`config.mk`:
```
export PLATFORM = sky130hd
export DESIGN_NAME = bip_run_controller_flat
export DESIGN_NICKNAME = d
export VERILOG_FILES = /design/src/rtl/bip_pkg.sv /design/src/rtl/bip_run_controller_if.sv /design/src/rtl/bip_count_serializer.sv /design/src/rtl/bip_run_controller.sv /design/src/flat_wrapper.sv
export SDC_FILE = /design/constraint.sdc
export NUM_CORES = 1
export LEC_CHECK = 0
export BUFFER_PORTS_ARGS = -buffer_cell sky130_fd_sc_hd__buf_2
export CAP_MARGIN = 20
export CORE_ASPECT_RATIO = 0.9
export CORE_MARGIN = 8
export CORE_UTILIZATION = 50
export CTS_BUF_LIST = sky130_fd_sc_hd__clkbuf_8 sky130_fd_sc_hd__clkbuf_16
export CTS_CLUSTER_DIAMETER = 200
export DETAILED_ROUTE_END_ITERATION = 10
export PLACE_DENSITY = 0.72
export SKIP_CTS_REPAIR_TIMING = 1
export SLEW_MARGIN = 15
export SYNTH_ARGS = -nofsm -noshare
export SYNTH_HDL_FRONTEND = slang
export SYNTH_HIERARCHICAL = 1
export SYNTH_SLANG_ARGS = --single-unit
```
`constraint.sdc`:
```
create_clock -name clk -period 4.95 [get_ports clk]
set_clock_uncertainty 0.15 [all_clocks]
set_input_delay 0.495 -clock clk [delete_from_list [all_inputs] [get_ports clk]]
set_output_delay 0.495 -clock clk [all_outputs]
set_load 0.02 [all_outputs]
```
`src/rtl/bip_pkg.sv`:
```
// Shared BIP definitions: opcode map used by the decoder and the run-controller state encoding.
package bip_pkg;

  localparam logic [4:0] HLT  = 5'd0;
  localparam logic [4:0] STO  = 5'd1;
  localparam logic [4:0] LD   = 5'd2;
  localparam logic [4:0] LDI  = 5'd3;
  localparam logic [4:0] ADD  = 5'd4;
  localparam logic [4:0] ADDI = 5'd5;
  localparam logic [4:0] SUB  = 5'd6;
  localparam logic [4:0] SUBI = 5'd7;

  typedef enum logic [2:0] {
    StIdle,
    StClear,
    StRun,
    StReport,
    StDone
  } run_state_e;

  function automatic logic is_busy(run_state_e s);
    return s inside {StClear, StRun, StReport};
  endfunction

endpackage

```
`src/rtl/bip_run_controller_if.sv`:
```
// Valid/ready byte stream carrying the instruction-count report toward the UART transmitter.
interface bip_run_controller_if;
  logic [7:0] tx_data;
  logic       tx_valid;
  logic       tx_ready;

  modport master (output tx_data, output tx_valid, input tx_ready);
  modport slave  (input tx_data, input tx_valid, output tx_ready);
endinterface

```
`src/rtl/bip_count_serializer.sv`:
```
// Sends a CNT_WIDTH-bit count as CNT_WIDTH/8 bytes, LS byte first, over a valid/ready stream.
module bip_count_serializer #(
  parameter int unsigned CNT_WIDTH = 16
) (
  input  logic                 clk,
  input  logic                 rst_n,
  input  logic                 i_load,
  input  logic [CNT_WIDTH-1:0] i_count,
  output logic                 o_done,
  bip_run_controller_if.master tx
);

  localparam int unsigned NBytes = CNT_WIDTH / 8;
  localparam int unsigned IdxW   = (NBytes > 1) ? $clog2(NBytes) : 1;
  localparam logic [IdxW-1:0] LastIdx = IdxW'(NBytes - 1);

  logic [CNT_WIDTH-1:0] r_shift;
  logic [IdxW-1:0]      r_idx;
  logic [7:0]           r_data;
  logic                 r_valid;
  logic                 w_hs;
  logic                 w_last;

  assign w_hs   = r_valid & tx.tx_ready;
  assign w_last = (r_idx == LastIdx);
  assign o_done = w_hs & w_last;

  assign tx.tx_data  = r_data;
  assign tx.tx_valid = r_valid;

  // r_shift holds the bytes not yet presented; r_data is the byte on the bus.
  always_ff @(posedge clk or negedge rst_n) begin
    if (!rst_n) begin
      r_shift <= '0;
      r_idx   <= '0;
      r_data  <= '0;
      r_valid <= 1'b0;
    end else if (i_load) begin
      r_shift <= i_count >> 8;
      r_data  <= i_count[7:0];
      r_idx   <= '0;
      r_valid <= 1'b1;
    end else if (w_hs) begin
      if (w_last) begin
        r_data  <= '0;
        r_idx   <= '0;
        r_valid <= 1'b0;
      end else begin
        r_data  <= r_shift[7:0];
        r_shift <= r_shift >> 8;
        r_idx   <= r_idx + IdxW'(1);
      end
    end
  end

endmodule

```
`src/rtl/bip_run_controller.sv`:
```
// BIP run controller: sequences a run, gates decoder enables, reports the instruction count.
// Optional single-step execution is built only when RUN_STEP_EN is defined.
module bip_run_controller
  import bip_pkg::*;
#(
  parameter int unsigned              OPCODE_LENGTH = 5,
  parameter int unsigned              CNT_WIDTH     = 16,
  parameter logic [OPCODE_LENGTH-1:0] HLT_CODE      = OPCODE_LENGTH'(HLT)
) (
  input  logic                     clk,
  input  logic                     rst_n,
  input  logic                     i_start,
  input  logic                     i_step_mode,
  input  logic                     i_step,
  input  logic [OPCODE_LENGTH-1:0] i_opcode,
  input  logic                     i_dec_wr_pc,
  input  logic                     i_dec_wr_acc,
  input  logic                     i_dec_wr_ram,
  input  logic                     i_dec_rd_ram,
  output logic                     o_wr_pc,
  output logic                     o_wr_acc,
  output logic                     o_wr_ram,
  output logic                     o_rd_ram,
  output logic                     o_cpu_clr,
  output logic                     o_busy,
  output logic                     o_halted,
  bip_run_controller_if.master     tx
);

  run_state_e           r_state;
  run_state_e           w_state_next;
  logic [CNT_WIDTH-1:0] r_cnt;
  logic [CNT_WIDTH-1:0] w_cnt_next;
  logic                 r_cpu_clr;
  logic                 r_busy;
  logic                 r_halted;
  logic                 w_exec;
  logic                 w_hlt;
  logic                 w_gate;
  logic                 w_ser_done;

`ifdef RUN_STEP_EN
  assign w_exec = (r_state == StRun) && (!i_step_mode || i_step);
`else
  logic w_unused_step;
  assign w_unused_step = i_step_mode ^ i_step;
  assign w_exec        = (r_state == StRun);
`endif

  assign w_hlt  = w_exec && (i_opcode == HLT_CODE);
  assign w_gate = w_exec && !w_hlt;

  assign o_wr_pc   = w_gate & i_dec_wr_pc;
  assign o_wr_acc  = w_gate & i_dec_wr_acc;
  assign o_wr_ram  = w_gate & i_dec_wr_ram;
  assign o_rd_ram  = w_gate & i_dec_rd_ram;
  assign o_cpu_clr = r_cpu_clr;
  assign o_busy    = r_busy;
  assign o_halted  = r_halted;

  always_comb begin
    w_state_next = r_state;
    unique case (r_state)
      StIdle:   if (i_start) w_state_next = StClear;
      StClear:  w_state_next = StRun;
      StRun:    if (w_hlt) w_state_next = StReport;
      StReport: if (w_ser_done) w_state_next = StDone;
      StDone:   if (i_start) w_state_next = StClear;
      default:  w_state_next = StIdle;
    endcase
  end

  // Saturating count; the HLT cycle is counted too.
  always_comb begin
    w_cnt_next = r_cnt;
    if (r_state == StClear) begin
      w_cnt_next = '0;
    end else if (w_exec && (r_cnt != '1)) begin
      w_cnt_next = r_cnt + CNT_WIDTH'(1);
    end
  end

  // Status outputs are registered from the next state so they line up with r_state.
  always_ff @(posedge clk or negedge rst_n) begin
    if (!rst_n) begin
      r_state   <= StIdle;
      r_cnt     <= '0;
      r_cpu_clr <= 1'b0;
      r_busy    <= 1'b0;
      r_halted  <= 1'b0;
    end else begin
      r_state   <= w_state_next;
      r_cnt     <= w_cnt_next;
      r_cpu_clr <= (w_state_next == StClear);
      r_busy    <= is_busy(w_state_next);
      r_halted  <= (w_state_next == StDone);
    end
  end

  bip_count_serializer #(
    .CNT_WIDTH (CNT_WIDTH)
  ) u_serializer (
    .clk     (clk),
    .rst_n   (rst_n),
    .i_load  (w_hlt),
    .i_count (w_cnt_next),
    .o_done  (w_ser_done),
    .tx      (tx)
  );

endmodule

```
`src/flat_wrapper.sv`:
```
// flat-port wrapper written by rule: the top's interface ports become plain ports
module bip_run_controller_flat import bip_pkg::*;
#(
  parameter int unsigned              OPCODE_LENGTH = 5,
  parameter int unsigned              CNT_WIDTH     = 16,
  parameter logic [OPCODE_LENGTH-1:0] HLT_CODE      = OPCODE_LENGTH'(HLT)
)
  (clk, rst_n, i_start, i_step_mode, i_step, i_opcode, i_dec_wr_pc, i_dec_wr_acc, i_dec_wr_ram, i_dec_rd_ram, o_wr_pc, o_wr_acc, o_wr_ram, o_rd_ram, o_cpu_clr, o_busy, o_halted, tx_tx_data, tx_tx_valid, tx_tx_ready);
  bip_run_controller_if tx_i ();
  input  logic clk;
  input  logic rst_n;
  input  logic i_start;
  input  logic i_step_mode;
  input  logic i_step;
  input  logic [OPCODE_LENGTH-1:0] i_opcode;
  input  logic i_dec_wr_pc;
  input  logic i_dec_wr_acc;
  input  logic i_dec_wr_ram;
  input  logic i_dec_rd_ram;
  output logic o_wr_pc;
  output logic o_wr_acc;
  output logic o_wr_ram;
  output logic o_rd_ram;
  output logic o_cpu_clr;
  output logic o_busy;
  output logic o_halted;
  output wire logic [$bits(tx_i.tx_data)-1:0] tx_tx_data;
  output wire logic [$bits(tx_i.tx_valid)-1:0] tx_tx_valid;
  input wire logic [$bits(tx_i.tx_ready)-1:0] tx_tx_ready;
  assign tx_tx_data = tx_i.tx_data;
  assign tx_tx_valid = tx_i.tx_valid;
  assign tx_i.tx_ready = tx_tx_ready;
  bip_run_controller #(.OPCODE_LENGTH(OPCODE_LENGTH), .CNT_WIDTH(CNT_WIDTH), .HLT_CODE(HLT_CODE)) u_core (.clk(clk), .rst_n(rst_n), .i_start(i_start), .i_step_mode(i_step_mode), .i_step(i_step), .i_opcode(i_opcode), .i_dec_wr_pc(i_dec_wr_pc), .i_dec_wr_acc(i_dec_wr_acc), .i_dec_wr_ram(i_dec_wr_ram), .i_dec_rd_ram(i_dec_rd_ram), .o_wr_pc(o_wr_pc), .o_wr_acc(o_wr_acc), .o_wr_ram(o_wr_ram), .o_rd_ram(o_rd_ram), .o_cpu_clr(o_cpu_clr), .o_busy(o_busy), .o_halted(o_halted), .tx(tx_i));
endmodule
```
Yosys cells after proc, flatten, opt, wreduce, memory -nomap -nowiden --
Index checks and enable logic that the tools add are counted. Widths: inputs -> output; s select.
Storage, ports and cells: bits in registers 48, bits in latches 0, RAM bits 0, bits in read-only memories 0, bits of input ports 15, output and inout bits 16, logic and storage cells 57, memories kept 0
Operators by class: $add $sub $neg 2, multiply operators 0, divide/modulo/power cells 0, magnitude comparators 0, equality and inequality tests 10, shift operators 0, muxes and demuxes 18, bitwise logic cells 6, reductions and logical operators 12
Operators with widths (count):
- $mux 16 | 5
- $mux 8 | 3
- $add 16x1->16 const B | 1
- $ne 16x16->1 const B | 1
- $eq 3x2->1 const B | 4
- $pmux 3 s4 | 1
- $mux 3 | 3
- $and 1x1->1 | 6
- $eq 3x1->1 const B | 2
- $eq 3x3->1 const B | 2
- $mux 1 | 6
- $logic_not 5->1 | 1
- $reduce_and 2->1 | 2
- $reduce_bool 2->1 | 2
- $logic_and 1x1->1 | 3
- $logic_not 3->1 | 1
- $reduce_bool 3->1 | 1
- $ne 2x1->1 const B | 1
- $reduce_or 2->1 | 1
- $add 1x1->1 const B | 1
- $logic_not 1->1 | 1

Logic depth before layout (Yosys ltp) --
Gate-level depths: netlist of run 1.
word-level depth 6, gate-level depth with buffers 9

Cells and area by module --
The synthesis of run 1 kept the hierarchy.
Modules (own cells, without submodules):
- bip_run_controller | instances 1, cells each 127, area an instance 1223.7 um^2, seq. area each 550.5 um^2
- bip_count_serializer | instances 1, cells each 71, area an instance 813.3 um^2, seq. area each 450.4 um^2

Worst setup path before layout of run 1 --
Ideal clock, no wire load.
kind register to register, from register u_core.r_state[0], to register u_core.u_serializer.r_data[5], in the netlist u_core/u_serializer/tx.tx_data[5], setup time 0.076 ns, arrival 1.914 ns, setup slack 2.810 ns, cell stages (with the launch flop) 9, clock period less this slack 2.140 ns, cells stage by stage dfrtp_1 > buf_6 > or3b_1 > buf_6 > or3_1 > or3_1 > a21oi_1 > nand2_1 > o21ai_1
On the way: longest elaborated chain between the ends 5, elaborated cells on any way between the ends 8, classes of those cells eq/ne (2); mux (3); reduce/logical (3)
Ends and longest elaborated chain:
- start, declared | line bip_run_controller.sv:30 | run_state_e r_state;
- start signal, assigned | line bip_run_controller.sv:86 | r_state <= StIdle;
- start signal, assigned | line bip_run_controller.sv:92 | r_state <= w_state_next;
- $eq 3x2->1 | line bip_run_controller.sv:47 | assign w_exec = (r_state == StRun);
- $logic_and 1x1->1 | line bip_run_controller.sv:78 | end else if (w_exec && (r_cnt != '1)) begin
- $mux 16 | line bip_run_controller.sv:78
- $mux 16 * | line bip_run_controller.sv:76 | if (r_state == StClear) begin
- net u_core.w_cnt_next[5] | line bip_run_controller.sv:33 | logic [CNT_WIDTH-1:0] w_cnt_next;
- $mux 8 * | line bip_count_serializer.sv:38 | end else if (i_load) begin
- end signal, assigned | line bip_count_serializer.sv:40 | r_data <= i_count[7:0];
- end signal, assigned | line bip_count_serializer.sv:49 | r_data <= r_shift[7:0];
- end, declared | line bip_count_serializer.sv:19 | logic [7:0] r_data;
The timed path passes the listed nets; every way through them passes the cells marked *. A chain may end at the register's enable or synchronous reset.

Worst setup path after layout of run 1 --
from register u_core.r_state[0], to output port o_wr_ram
On the way: longest elaborated chain between the ends 5
Ends and longest elaborated chain:
- $eq 3x2->1 * | line bip_run_controller.sv:47
- $logic_and 1x1->1 | line bip_run_controller.sv:50 | assign w_hlt = w_exec && (i_opcode == HLT_CODE);
- $logic_not 1->1 | line bip_run_controller.sv:51 | assign w_gate = w_exec && !w_hlt;
- $logic_and 1x1->1 * | line bip_run_controller.sv:51
- $and 1x1->1 * | line bip_run_controller.sv:55 | assign o_wr_ram = w_gate & i_dec_wr_ram;
- end, declared | line flat_wrapper.sv:22 | output logic o_wr_ram;
Every way passes the cells marked *; elsewhere a longest branch is shown, timed or not.

==> results of run 1 <==
[critical path, cell delays in order (launching register included)]
cell and delay (ns):
dfrtp_1 0.48, or3b_1 0.53, nor2_1 0.23, and2_1 0.15
buf_2 0.16
[sequential cells by signal, indices dropped and copies added (netlist names)]
| name | flops |
|---|---|
| u_core/o_busy | 1 |
| u_core/u_serializer/r_shift | 8 |
| u_core/u_serializer/tx.tx_valid | 1 |
| u_core/r_state | 3 |
| u_core/u_serializer/r_idx | 1 |
| u_core/o_cpu_clr | 1 |
| u_core/u_serializer/tx.tx_data | 8 |
| u_core/r_cnt | 16 |
| u_core/o_halted | 1 |
[stage by stage]
step / utilization, % / hold slack, ns
2_1_floorplan: - / 0.0494
3_3_place_gp: 54.5 / 0.330
3_5_place_dp: 54.5 / 0.332
4_1_cts: 56.9 / 0.192
5_1_grt: 56.9 / 0.252
6_report: 56.9 / 0.153
[cell families after synthesis]
group / count (synthesis) / synth area share (%)
buffers and inverters: 13 / 4.05
xor gates and xnor gates: 1 / 0.430
AOI/OAI and AO/OA: 43 / 14.5
and+or+nand+nor: 90 / 26.4
muxes: 10 / 4.91
DFF: 40 / 49.1
adders and majority gates: 1 / 0.614
[area by class of cell]
class	count	area (sq um)
Inverter	2	7.51
Multi-Input combinational cell	145	958
Clock inverter	2	15.0
Fill cell	348	1720
Sequential cell	40	1000
Tap cell	48	60.1
Clock buffer	6	82.6
Timing Repair Buffer	29	148
[power breakdown]
group          switching [W]  internal [W]
Sequential         0.0000686      0.000387
Clock               0.000118      0.000113
Combinational       0.000181      0.000113
Total               0.000367      0.000613
[routing by layer]
metal	track usage, %	wire [um]	share of wire (%)
met5	0	0	0
met1	18.4	2130	48
met4	3.16	35	0.79
met3	5.45	326	7.4
met2	20.3	1940	44
[worst max-delay path by stage]
stage                                 start  slack [ns]                           endpoint  cells after the start
after global placement          i_opcode[0]        2.62                           o_rd_ram                      6
final                     u_core/r_state[0]        2.45                           o_wr_ram                      4
after detailed placement  u_core/r_state[0]        2.60  u_core/u_serializer/tx.tx_data[5]                      6
after floorplan           u_core/r_state[0]        2.81  u_core/u_serializer/tx.tx_data[5]                      8
after global routing      u_core/r_state[0]        2.31                           o_wr_acc                      4
after CTS                 u_core/r_state[0]        2.42                           o_wr_ram                      4
[cells in the final DEF, fill, tap and decap left out, types with 2 or more instances in the layout]
cell type / instances
mux2i_1: 10
clkinvlp_4: 2
nand3_1: 8
and3_1: 2
nor3_1: 5
o21ai_1: 8
nor2b_1: 2
or3_1: 4
nand4_1: 7
o21ai_0: 4
a21oi_1: 12
a21o_1: 2
nand2b_1: 2
and4b_2: 8
and2_1: 7
and4_1: 4
a22o_1: 8
nand2_1: 23
buf_2: 28
dfrtp_1: 40
nor2_1: 7
clkbuf_8: 6
a32o_1: 2
==> results.sh, run 1 <==
export IMPL_outcome="finished clean"
export IMPL_drive_gt1_share_pct=23.7
export IMPL_antennaDiodeCount=0
export IMPL_async_flop_share_pct=100
export IMPL_htree_levels=2
export IMPL_final_setup_viol_count=0
export IMPL_dpl_hpwl_um=3180
export IMPL_yosys_register_bits=40
export IMPL_synthTopCellsByArea="dfrtp_1 49%, mux2i_1 4.9%, and4b_2 4.4%"
export IMPL_hp_class="input pin to async pin"
export IMPL_dp_slack_ns=2.60
export IMPL_setup_tns_final_ns=0
export IMPL_reg2reg_from="u_core/r_state[0]"
export IMPL_drt_wl_total_um=4430
export IMPL_clk_latency_ns=0.30
export IMPL_antenna_found_initial=0
export IMPL_place_inst=264
export IMPL_areaGrowthSynthToFinish_pct=11.5
export IMPL_cts_buffer_depth=2
export IMPL_fmax_mhz=400
export IMPL_cap_violations=0
export IMPL_cp_required_ns=4.30
export IMPL_grt_max_degree=41
export IMPL_grt_pass1_wl_um=7310
export IMPL_ys_warn_count=6
export IMPL_cp_start_kind="register"
export IMPL_core_area_sq_um=3990
export IMPL_std_cell_rows=22
export IMPL_synth_top_cells_by_count="40 x dfrtp_1, 23 x nand2_1, 12 x a21oi_1"
export IMPL_initial_core_util_pct=51.0
export IMPL_r2r_slack_ns=2.57
export IMPL_report_final_slew_viol_count=0
export IMPL_rsz0062_at_grt="false"
export IMPL_maxSlewHeadroom_pct=42.0
export IMPL_arrival_ns=1.86
export IMPL_tightestPinTransition_ns=0.869
export IMPL_io_pins=31
export IMPL_dieWidth_um=83.3
export IMPL_port_buffers=28
export IMPL_min_period_ns=2.50
export IMPL_synthCells=198
export IMPL_path_clk_slew_ns=0.08
export IMPL_synth_top_area_share_pct=49.1
export IMPL_fin_area_sq_um=2270
export IMPL_via_per_inst=5.87
export IMPL_leakagePower_nw=1.09
export IMPL_setup_ws_ns=2.45
export IMPL_powerDensity_nw_per_um2=431
export IMPL_root_buffer="clkbuf_8"
export IMPL_seq_area_frac_synth_pct=49.1
export IMPL_syn_avg_cell_area_sq_um=10.3
export IMPL_synthFlopType="dfrtp_1"
export IMPL_ir_drop_mv=0.210
export IMPL_cts_made_buffers=5
export IMPL_remaining_drc_errors=0
export IMPL_place_area_sq_um=2170
export IMPL_postSynthNetCount=214
export IMPL_vias=1597
export IMPL_path_max_fanout=10
export IMPL_ant_nets=0
export IMPL_timing_hold_violations_final=0
export IMPL_stdcell_count=272
export IMPL_worstSetupEndpointType="output port"
export IMPL_clock_sinks=40
export IMPL_fp_dieH_um=76.6
export IMPL_layout_nets=239
export IMPL_place_gp_congestion=0.838
export IMPL_min_period_over_period_pct=50.5
export IMPL_r2r_cells=6
export IMPL_dr_pass1_iters=4
export IMPL_syn_cell_area_sq_um=2040
export IMPL_post_drt_wl_per_cell_um=16.3
export IMPL_die_area_sq_um=6380
export IMPL_grt_overflow=0
export IMPL_first_iter_violations=135
export IMPL_crit_type="register to output port"
export IMPL_synth_cell_type_count=45
export IMPL_power_w=0.000980
export IMPL_r2r_end="u_core/u_serializer/tx.tx_data[5]"
export IMPL_synth_edf_count=0
export IMPL_synth_top_area_cell="dfrtp_1"
export IMPL_cts_tree="built"
export IMPL_synth_most_common_cell="dfrtp_1"
export IMPL_track_usage_pct=13.8
export IMPL_grt_pass1_vias=1545
Power figures use the tool's default switching activity.
==> run 2: changes to the inputs <==
Settings changed: PLACE_DENSITY 0.72 to 0.74.
Clock period 4.95 ns to 2.13 ns, I/O delays scaled along.
==> run 2 against run 1 <==
Against the previous run: die area unchanged; clock power increased to 3.1 times the previous value; critical path type is now register to register; power increased to 2.7 times the previous value; sequential share of layout area decreased by 4.4 points; final cell count increased by 7.0%; via count increased by 5.1%; largest power group unchanged; highest routed layer unchanged.
==> results.sh, run 2 (synthesis gave the netlist of run 1 again) <==
export IMPL_clock_sinks=40
export IMPL_core_area_sq_um=3990
export IMPL_first_iter_violations=116
export IMPL_outcome="finished clean"
export IMPL_place_gp_congestion=0.822
export IMPL_dpl_hpwl_um=3350
export IMPL_worstSetupStartpoint="u_core/r_state[2]"
export IMPL_htree_levels=2
export IMPL_final_setup_viol_count=0
export IMPL_fp_dieH_um=76.6
export IMPL_drt_wl_total_um=4670
export IMPL_via_per_inst=5.77
export IMPL_cts_buffer_depth=2
export IMPL_grt_pass1_vias=1721
export IMPL_path_cells="or3b_4 > nor3_1 > nand4_1 > mux2i_1 > a22o_1"
export IMPL_hp_class="input pin to register"
export IMPL_cp_start_kind="register"
export IMPL_report_final_slew_viol_count=0
export IMPL_die_area_sq_um=6380
export IMPL_powerDensity_nw_per_um2=1060
export IMPL_setup_ws_ns=0.0690
export IMPL_final_cell_mix="40 x dfrtp_1, 28 x buf_2, 23 x nand2_1, 18 x buf_4"
export IMPL_grt_pass1_wl_um=7860
export IMPL_hp_start="i_start"
export IMPL_track_usage_pct=14.5
export IMPL_initial_core_util_pct=51.0
export IMPL_post_drt_wl_per_cell_um=16.0
export IMPL_critPathSlowestCell="or3b_4"
export IMPL_antenna_found_initial=0
export IMPL_clk_latency_ns=0.29
export IMPL_timing_hold_violations_final=0
export IMPL_path_max_fanout=4
export IMPL_cap_violations=0
export IMPL_final_common_cell="dfrtp_1"
export IMPL_p_int_w=0.00177
export IMPL_std_cell_rows=22
export IMPL_vias=1679
export IMPL_tightestPinTransition_ns=0.447
export IMPL_cp_required_ns=2.15
export IMPL_ant_nets=0
export IMPL_p_seq_share_pct=37.8
export IMPL_dr_pass1_iters=5
export IMPL_dieWidth_um=83.3
export IMPL_cts_made_buffers=5
export IMPL_min_period_over_period_pct=96.8
export IMPL_areaGrowthSynthToFinish_pct=24.1
export IMPL_power_w=0.00267
export IMPL_worstSetupEndpointType="register"
export IMPL_port_buffers=28
export IMPL_crit_type="register to register"
export IMPL_grt_overflow=0
export IMPL_root_buffer="clkbuf_8"
export IMPL_path_clk_slew_ns=0.07
export IMPL_fmax_mhz=485
export IMPL_top_register="u_core/r_cnt"
export IMPL_largest_reg_flops=16
export IMPL_clock_power_share_pct=26.7
export IMPL_p_sw_w=0.000901
export IMPL_grt_max_degree=41
export IMPL_rsz0062_at_grt="true"
export IMPL_ir_drop_mv=0.636
export IMPL_io_pins=31
export IMPL_min_period_ns=2.06
export IMPL_power_frac_comb_pct=35.5
export IMPL_arrival_ns=2.08
export IMPL_leakagePower_nw=1.22
export IMPL_p_sw_share_pct=33.7
export IMPL_maxSlewHeadroom_pct=69.8
export IMPL_reg2reg_from="u_core/r_state[2]"
export IMPL_antennaDiodeCount=0
export IMPL_slowest_delay_ns=0.42
export IMPL_remaining_drc_errors=0
export IMPL_drive_gt1_share_pct=33.7
export IMPL_cts_tree="built"
export IMPL_dp_slack_ns=0.0709
export IMPL_layout_nets=259
## run 2: cell count changes in the layout (fill, tap and decap cells not counted), sizes merged
cell and change:
dlygate4sd3 +1, clkinvlp -2, clkbuf -1, buf +19, bufinv +2
## run 2: power by group through the flow
stage,combinational [W],sequential [W],clock (W)
4_1_cts,0.000898,0.00100,0.000729
3_5_place_dp,0.000893,0.00102,0
6_report,0.000947,0.00101,0.000713
2_1_floorplan,0.000489,0.00109,0
5_1_grt,0.00104,0.00103,0.000755
3_3_place_gp,0.000872,0.00101,0
## run 2: worst paths after layout
check                                                 end  slack [ns]  cells past startpoint
max in group asynchronous                u_core/r_cnt[14]        1.36                      3
setup / recovery           u_core/u_serializer/r_shift[7]        0.07                      5
hold / removal                           u_core/o_cpu_clr        0.03                      2
setup reg to reg           u_core/u_serializer/r_shift[7]        0.07                      5
hold reg to reg            u_core/u_serializer/r_shift[5]        0.36                      1
min in group asynchronous  u_core/u_serializer/r_shift[4]        0.27                      3
## run 2: worst max-delay path, delay by kind of cell, from the launching register on
| family | cells | cell delay [ns] |
|---|---|---|
| simple gates | 3 | 1.00 |
| compound gates | 1 | 0.24 |
| flops | 1 | 0.39 |
| mux | 1 | 0.18 |
## run 2: final cells by class
cell class                 instances  area [sq um]
clock inverter                     2          60.1
multi-input combinational        145          1000
inverter                           2          7.51
fill                             347          1460
clock buffer                       5          68.8
tap                               48          60.1
sequential                        40          1000
timing repair buffer              49           325
## run 2: routing by layer
metal	track usage [%]	wire, um	up-vias
met3	4.49	291	6
met4	4.74	29	0
met1	17.8	2150	794
met5	0	0	-
met2	23.4	2200	55
li1	-	-	824
## run 2: per-stage QoR
stage	setup TNS [ns]	instance area (sq um)	hold WS [ns]	instances	utilization [%]
2_1_floorplan	0	2040	-0.233	198	-
3_3_place_gp	0	2350	0.0462	283	58.8
3_5_place_dp	0	2350	0.0504	283	58.8
4_1_cts	0	2470	-0.263	290	62.0
5_1_grt	-0.00906	2530	0.0450	291	63.3
6_report	0	2530	0.0302	291	63.3
==> run 3: changes to the inputs <==
Settings changed: SETUP_SLACK_MARGIN set to 0.1.
==> run 3 against run 2 <==
Against the previous run: clock power barely moved; final cell count rose by 0.69%; first-iteration DRC count fell by 15%; die area did not move.
==> results.sh, run 3 (synthesis gave the netlist of run 1 again) <==
export IMPL_cts_tree="built"
export IMPL_path_clk_slew_ns=0.07
export IMPL_vias=1671
export IMPL_root_buffer="clkbuf_8"
export IMPL_setup_ws_ns=0.104
export IMPL_path_max_fanout=5
export IMPL_post_drt_wl_per_cell_um=15.8
export IMPL_top_register="u_core/r_cnt"
export IMPL_dieWidth_um=83.3
export IMPL_p_seq_share_pct=37.4
export IMPL_grt_max_degree=24
export IMPL_areaGrowthSynthToFinish_pct=26.5
export IMPL_min_period_ns=2.03
export IMPL_port_buffers=28
export IMPL_worstSetupStartpoint="u_core/r_cnt[1]"
export IMPL_ant_nets=0
export IMPL_cap_violations=0
export IMPL_final_common_cell="dfrtp_1"
export IMPL_maxSlewHeadroom_pct=67.3
export IMPL_min_period_over_period_pct=95.1
export IMPL_grt_util_met1_pct=18.2
export IMPL_p_int_w=0.00179
export IMPL_clock_power_share_pct=26.6
export IMPL_die_area_sq_um=6380
export IMPL_dr_pass1_iters=4
export IMPL_hp_class="input pin to register"
export IMPL_p_sw_w=0.000892
export IMPL_fp_dieH_um=76.6
export IMPL_grt_pass1_vias=1620
export IMPL_core_area_sq_um=3990
export IMPL_dpl_hpwl_um=3390
export IMPL_htree_levels=2
export IMPL_power_frac_comb_pct=36.0
export IMPL_rsz0062_at_grt="true"
export IMPL_power_w=0.00268
export IMPL_crit_buf_inv=0
export IMPL_cts_buffer_depth=2
export IMPL_worstSetupEndpointType="register"
export IMPL_cp_start_kind="register"
export IMPL_setup_tns_final_ns=0
export IMPL_report_final_slew_viol_count=0
export IMPL_hp_start="i_start"
export IMPL_p_sw_share_pct=33.2
export IMPL_cp_required_ns=2.16
export IMPL_ir_drop_mv=0.617
export IMPL_largest_reg_flops=16
export IMPL_dp_slack_ns=0.0748
export IMPL_track_usage_pct=14.6
export IMPL_stdcell_count=293
export IMPL_cp_top_family="compound AO/OA/AOI/OAI gates"
export IMPL_clock_sinks=40
export IMPL_first_iter_violations=99
export IMPL_remaining_drc_errors=0
export IMPL_fmax_mhz=494
export IMPL_timing_hold_violations_final=0
export IMPL_powerDensity_nw_per_um2=1040
export IMPL_layout_nets=261
export IMPL_path_cells="ha_2 > and4_4 > nand4_1 > o311ai_2 > o41ai_2 > a22o_1"
export IMPL_grt_overflow=0
export IMPL_std_cell_rows=22
export IMPL_final_cell_mix="40 x dfrtp_1, 25 x buf_4, 24 x buf_2, 23 x nand2_1"
export IMPL_antennaDiodeCount=0
export IMPL_tightestPinTransition_ns=0.490
export IMPL_busiest_layer="met2"
export IMPL_cts_made_buffers=5
export IMPL_initial_core_util_pct=51.0
export IMPL_slowest_delay_ns=0.37
export IMPL_final_setup_viol_count=0
export IMPL_antenna_found_initial=0
export IMPL_via_per_inst=5.70
export IMPL_drt_wl_total_um=4620
export IMPL_io_pins=31
export IMPL_grt_pass1_wl_um=7760
export IMPL_grt_util_met2_pct=22.7
export IMPL_drive_gt1_share_pct=37.1
export IMPL_reg2reg_from="u_core/r_cnt[1]"
export IMPL_crit_type="register to register"
export IMPL_utilization_pct=64.6
export IMPL_clk_latency_ns=0.29
export IMPL_leakagePower_nw=1.23
export IMPL_arrival_ns=2.06
export IMPL_place_gp_congestion=0.819
export IMPL_grtUsageMet3_pct=4.91
export IMPL_place_inst=282
export IMPL_outcome="finished clean"
export IMPL_critPathSlowestCell="dfrtp_1"
==> run 3: metrics by stage <==
step / hold WS, ns / area [sq um]
2_1_floorplan: -0.233 / 2040
3_3_place_gp: 0.0496 / 2310
3_5_place_dp: 0.0519 / 2310
4_1_cts: -0.272 / 2440
5_1_grt: 0.0375 / 2580
6_report: 0.0233 / 2580
==> run 3: layout make-up <==
class | count | area (sq um)
Tap cell | 48 | 60.1
Clock inverter | 2 | 60.1
Multi-Input combinational cell | 145 | 1050
Sequential cell | 40 | 1000
Inverter | 2 | 7.51
Timing Repair Buffer | 51 | 329
Clock buffer | 5 | 68.8
Fill cell | 315 | 1410
==> run 3: power groups by stage <==
stage,clock network (W),logic [W],registers (W)
detailed placement,0,0.000865,0.00101
CTS,0.000730,0.000868,0.000999
global placement,0,0.000847,0.00100
global route,0.000755,0.00108,0.00102
finish,0.000715,0.000966,0.00100
floorplan,0,0.000490,0.00109
==> run 3: worst paths after layout <==
check                                               endpoint  slack (ns)  cells past startpoint
max in group asynchronous                    u_core/r_cnt[1]        1.05                      3
min                                         u_core/o_cpu_clr        0.02                      2
max                           u_core/u_serializer/r_shift[6]        0.10                      6
max reg2reg                   u_core/u_serializer/r_shift[6]        0.10                      6
min reg2reg                   u_core/u_serializer/r_shift[5]        0.35                      1
min in group asynchronous  u_core/u_serializer/tx.tx_data[5]        0.26                      2
==> run 3: per-layer routing <==
metal	up-vias	wire length [um]	share of wire, %
li1	829	-	-
met1	799	2160	47
met2	36	2140	46
met3	7	251	5.4
met4	0	68	1.5
met5	-	0	0
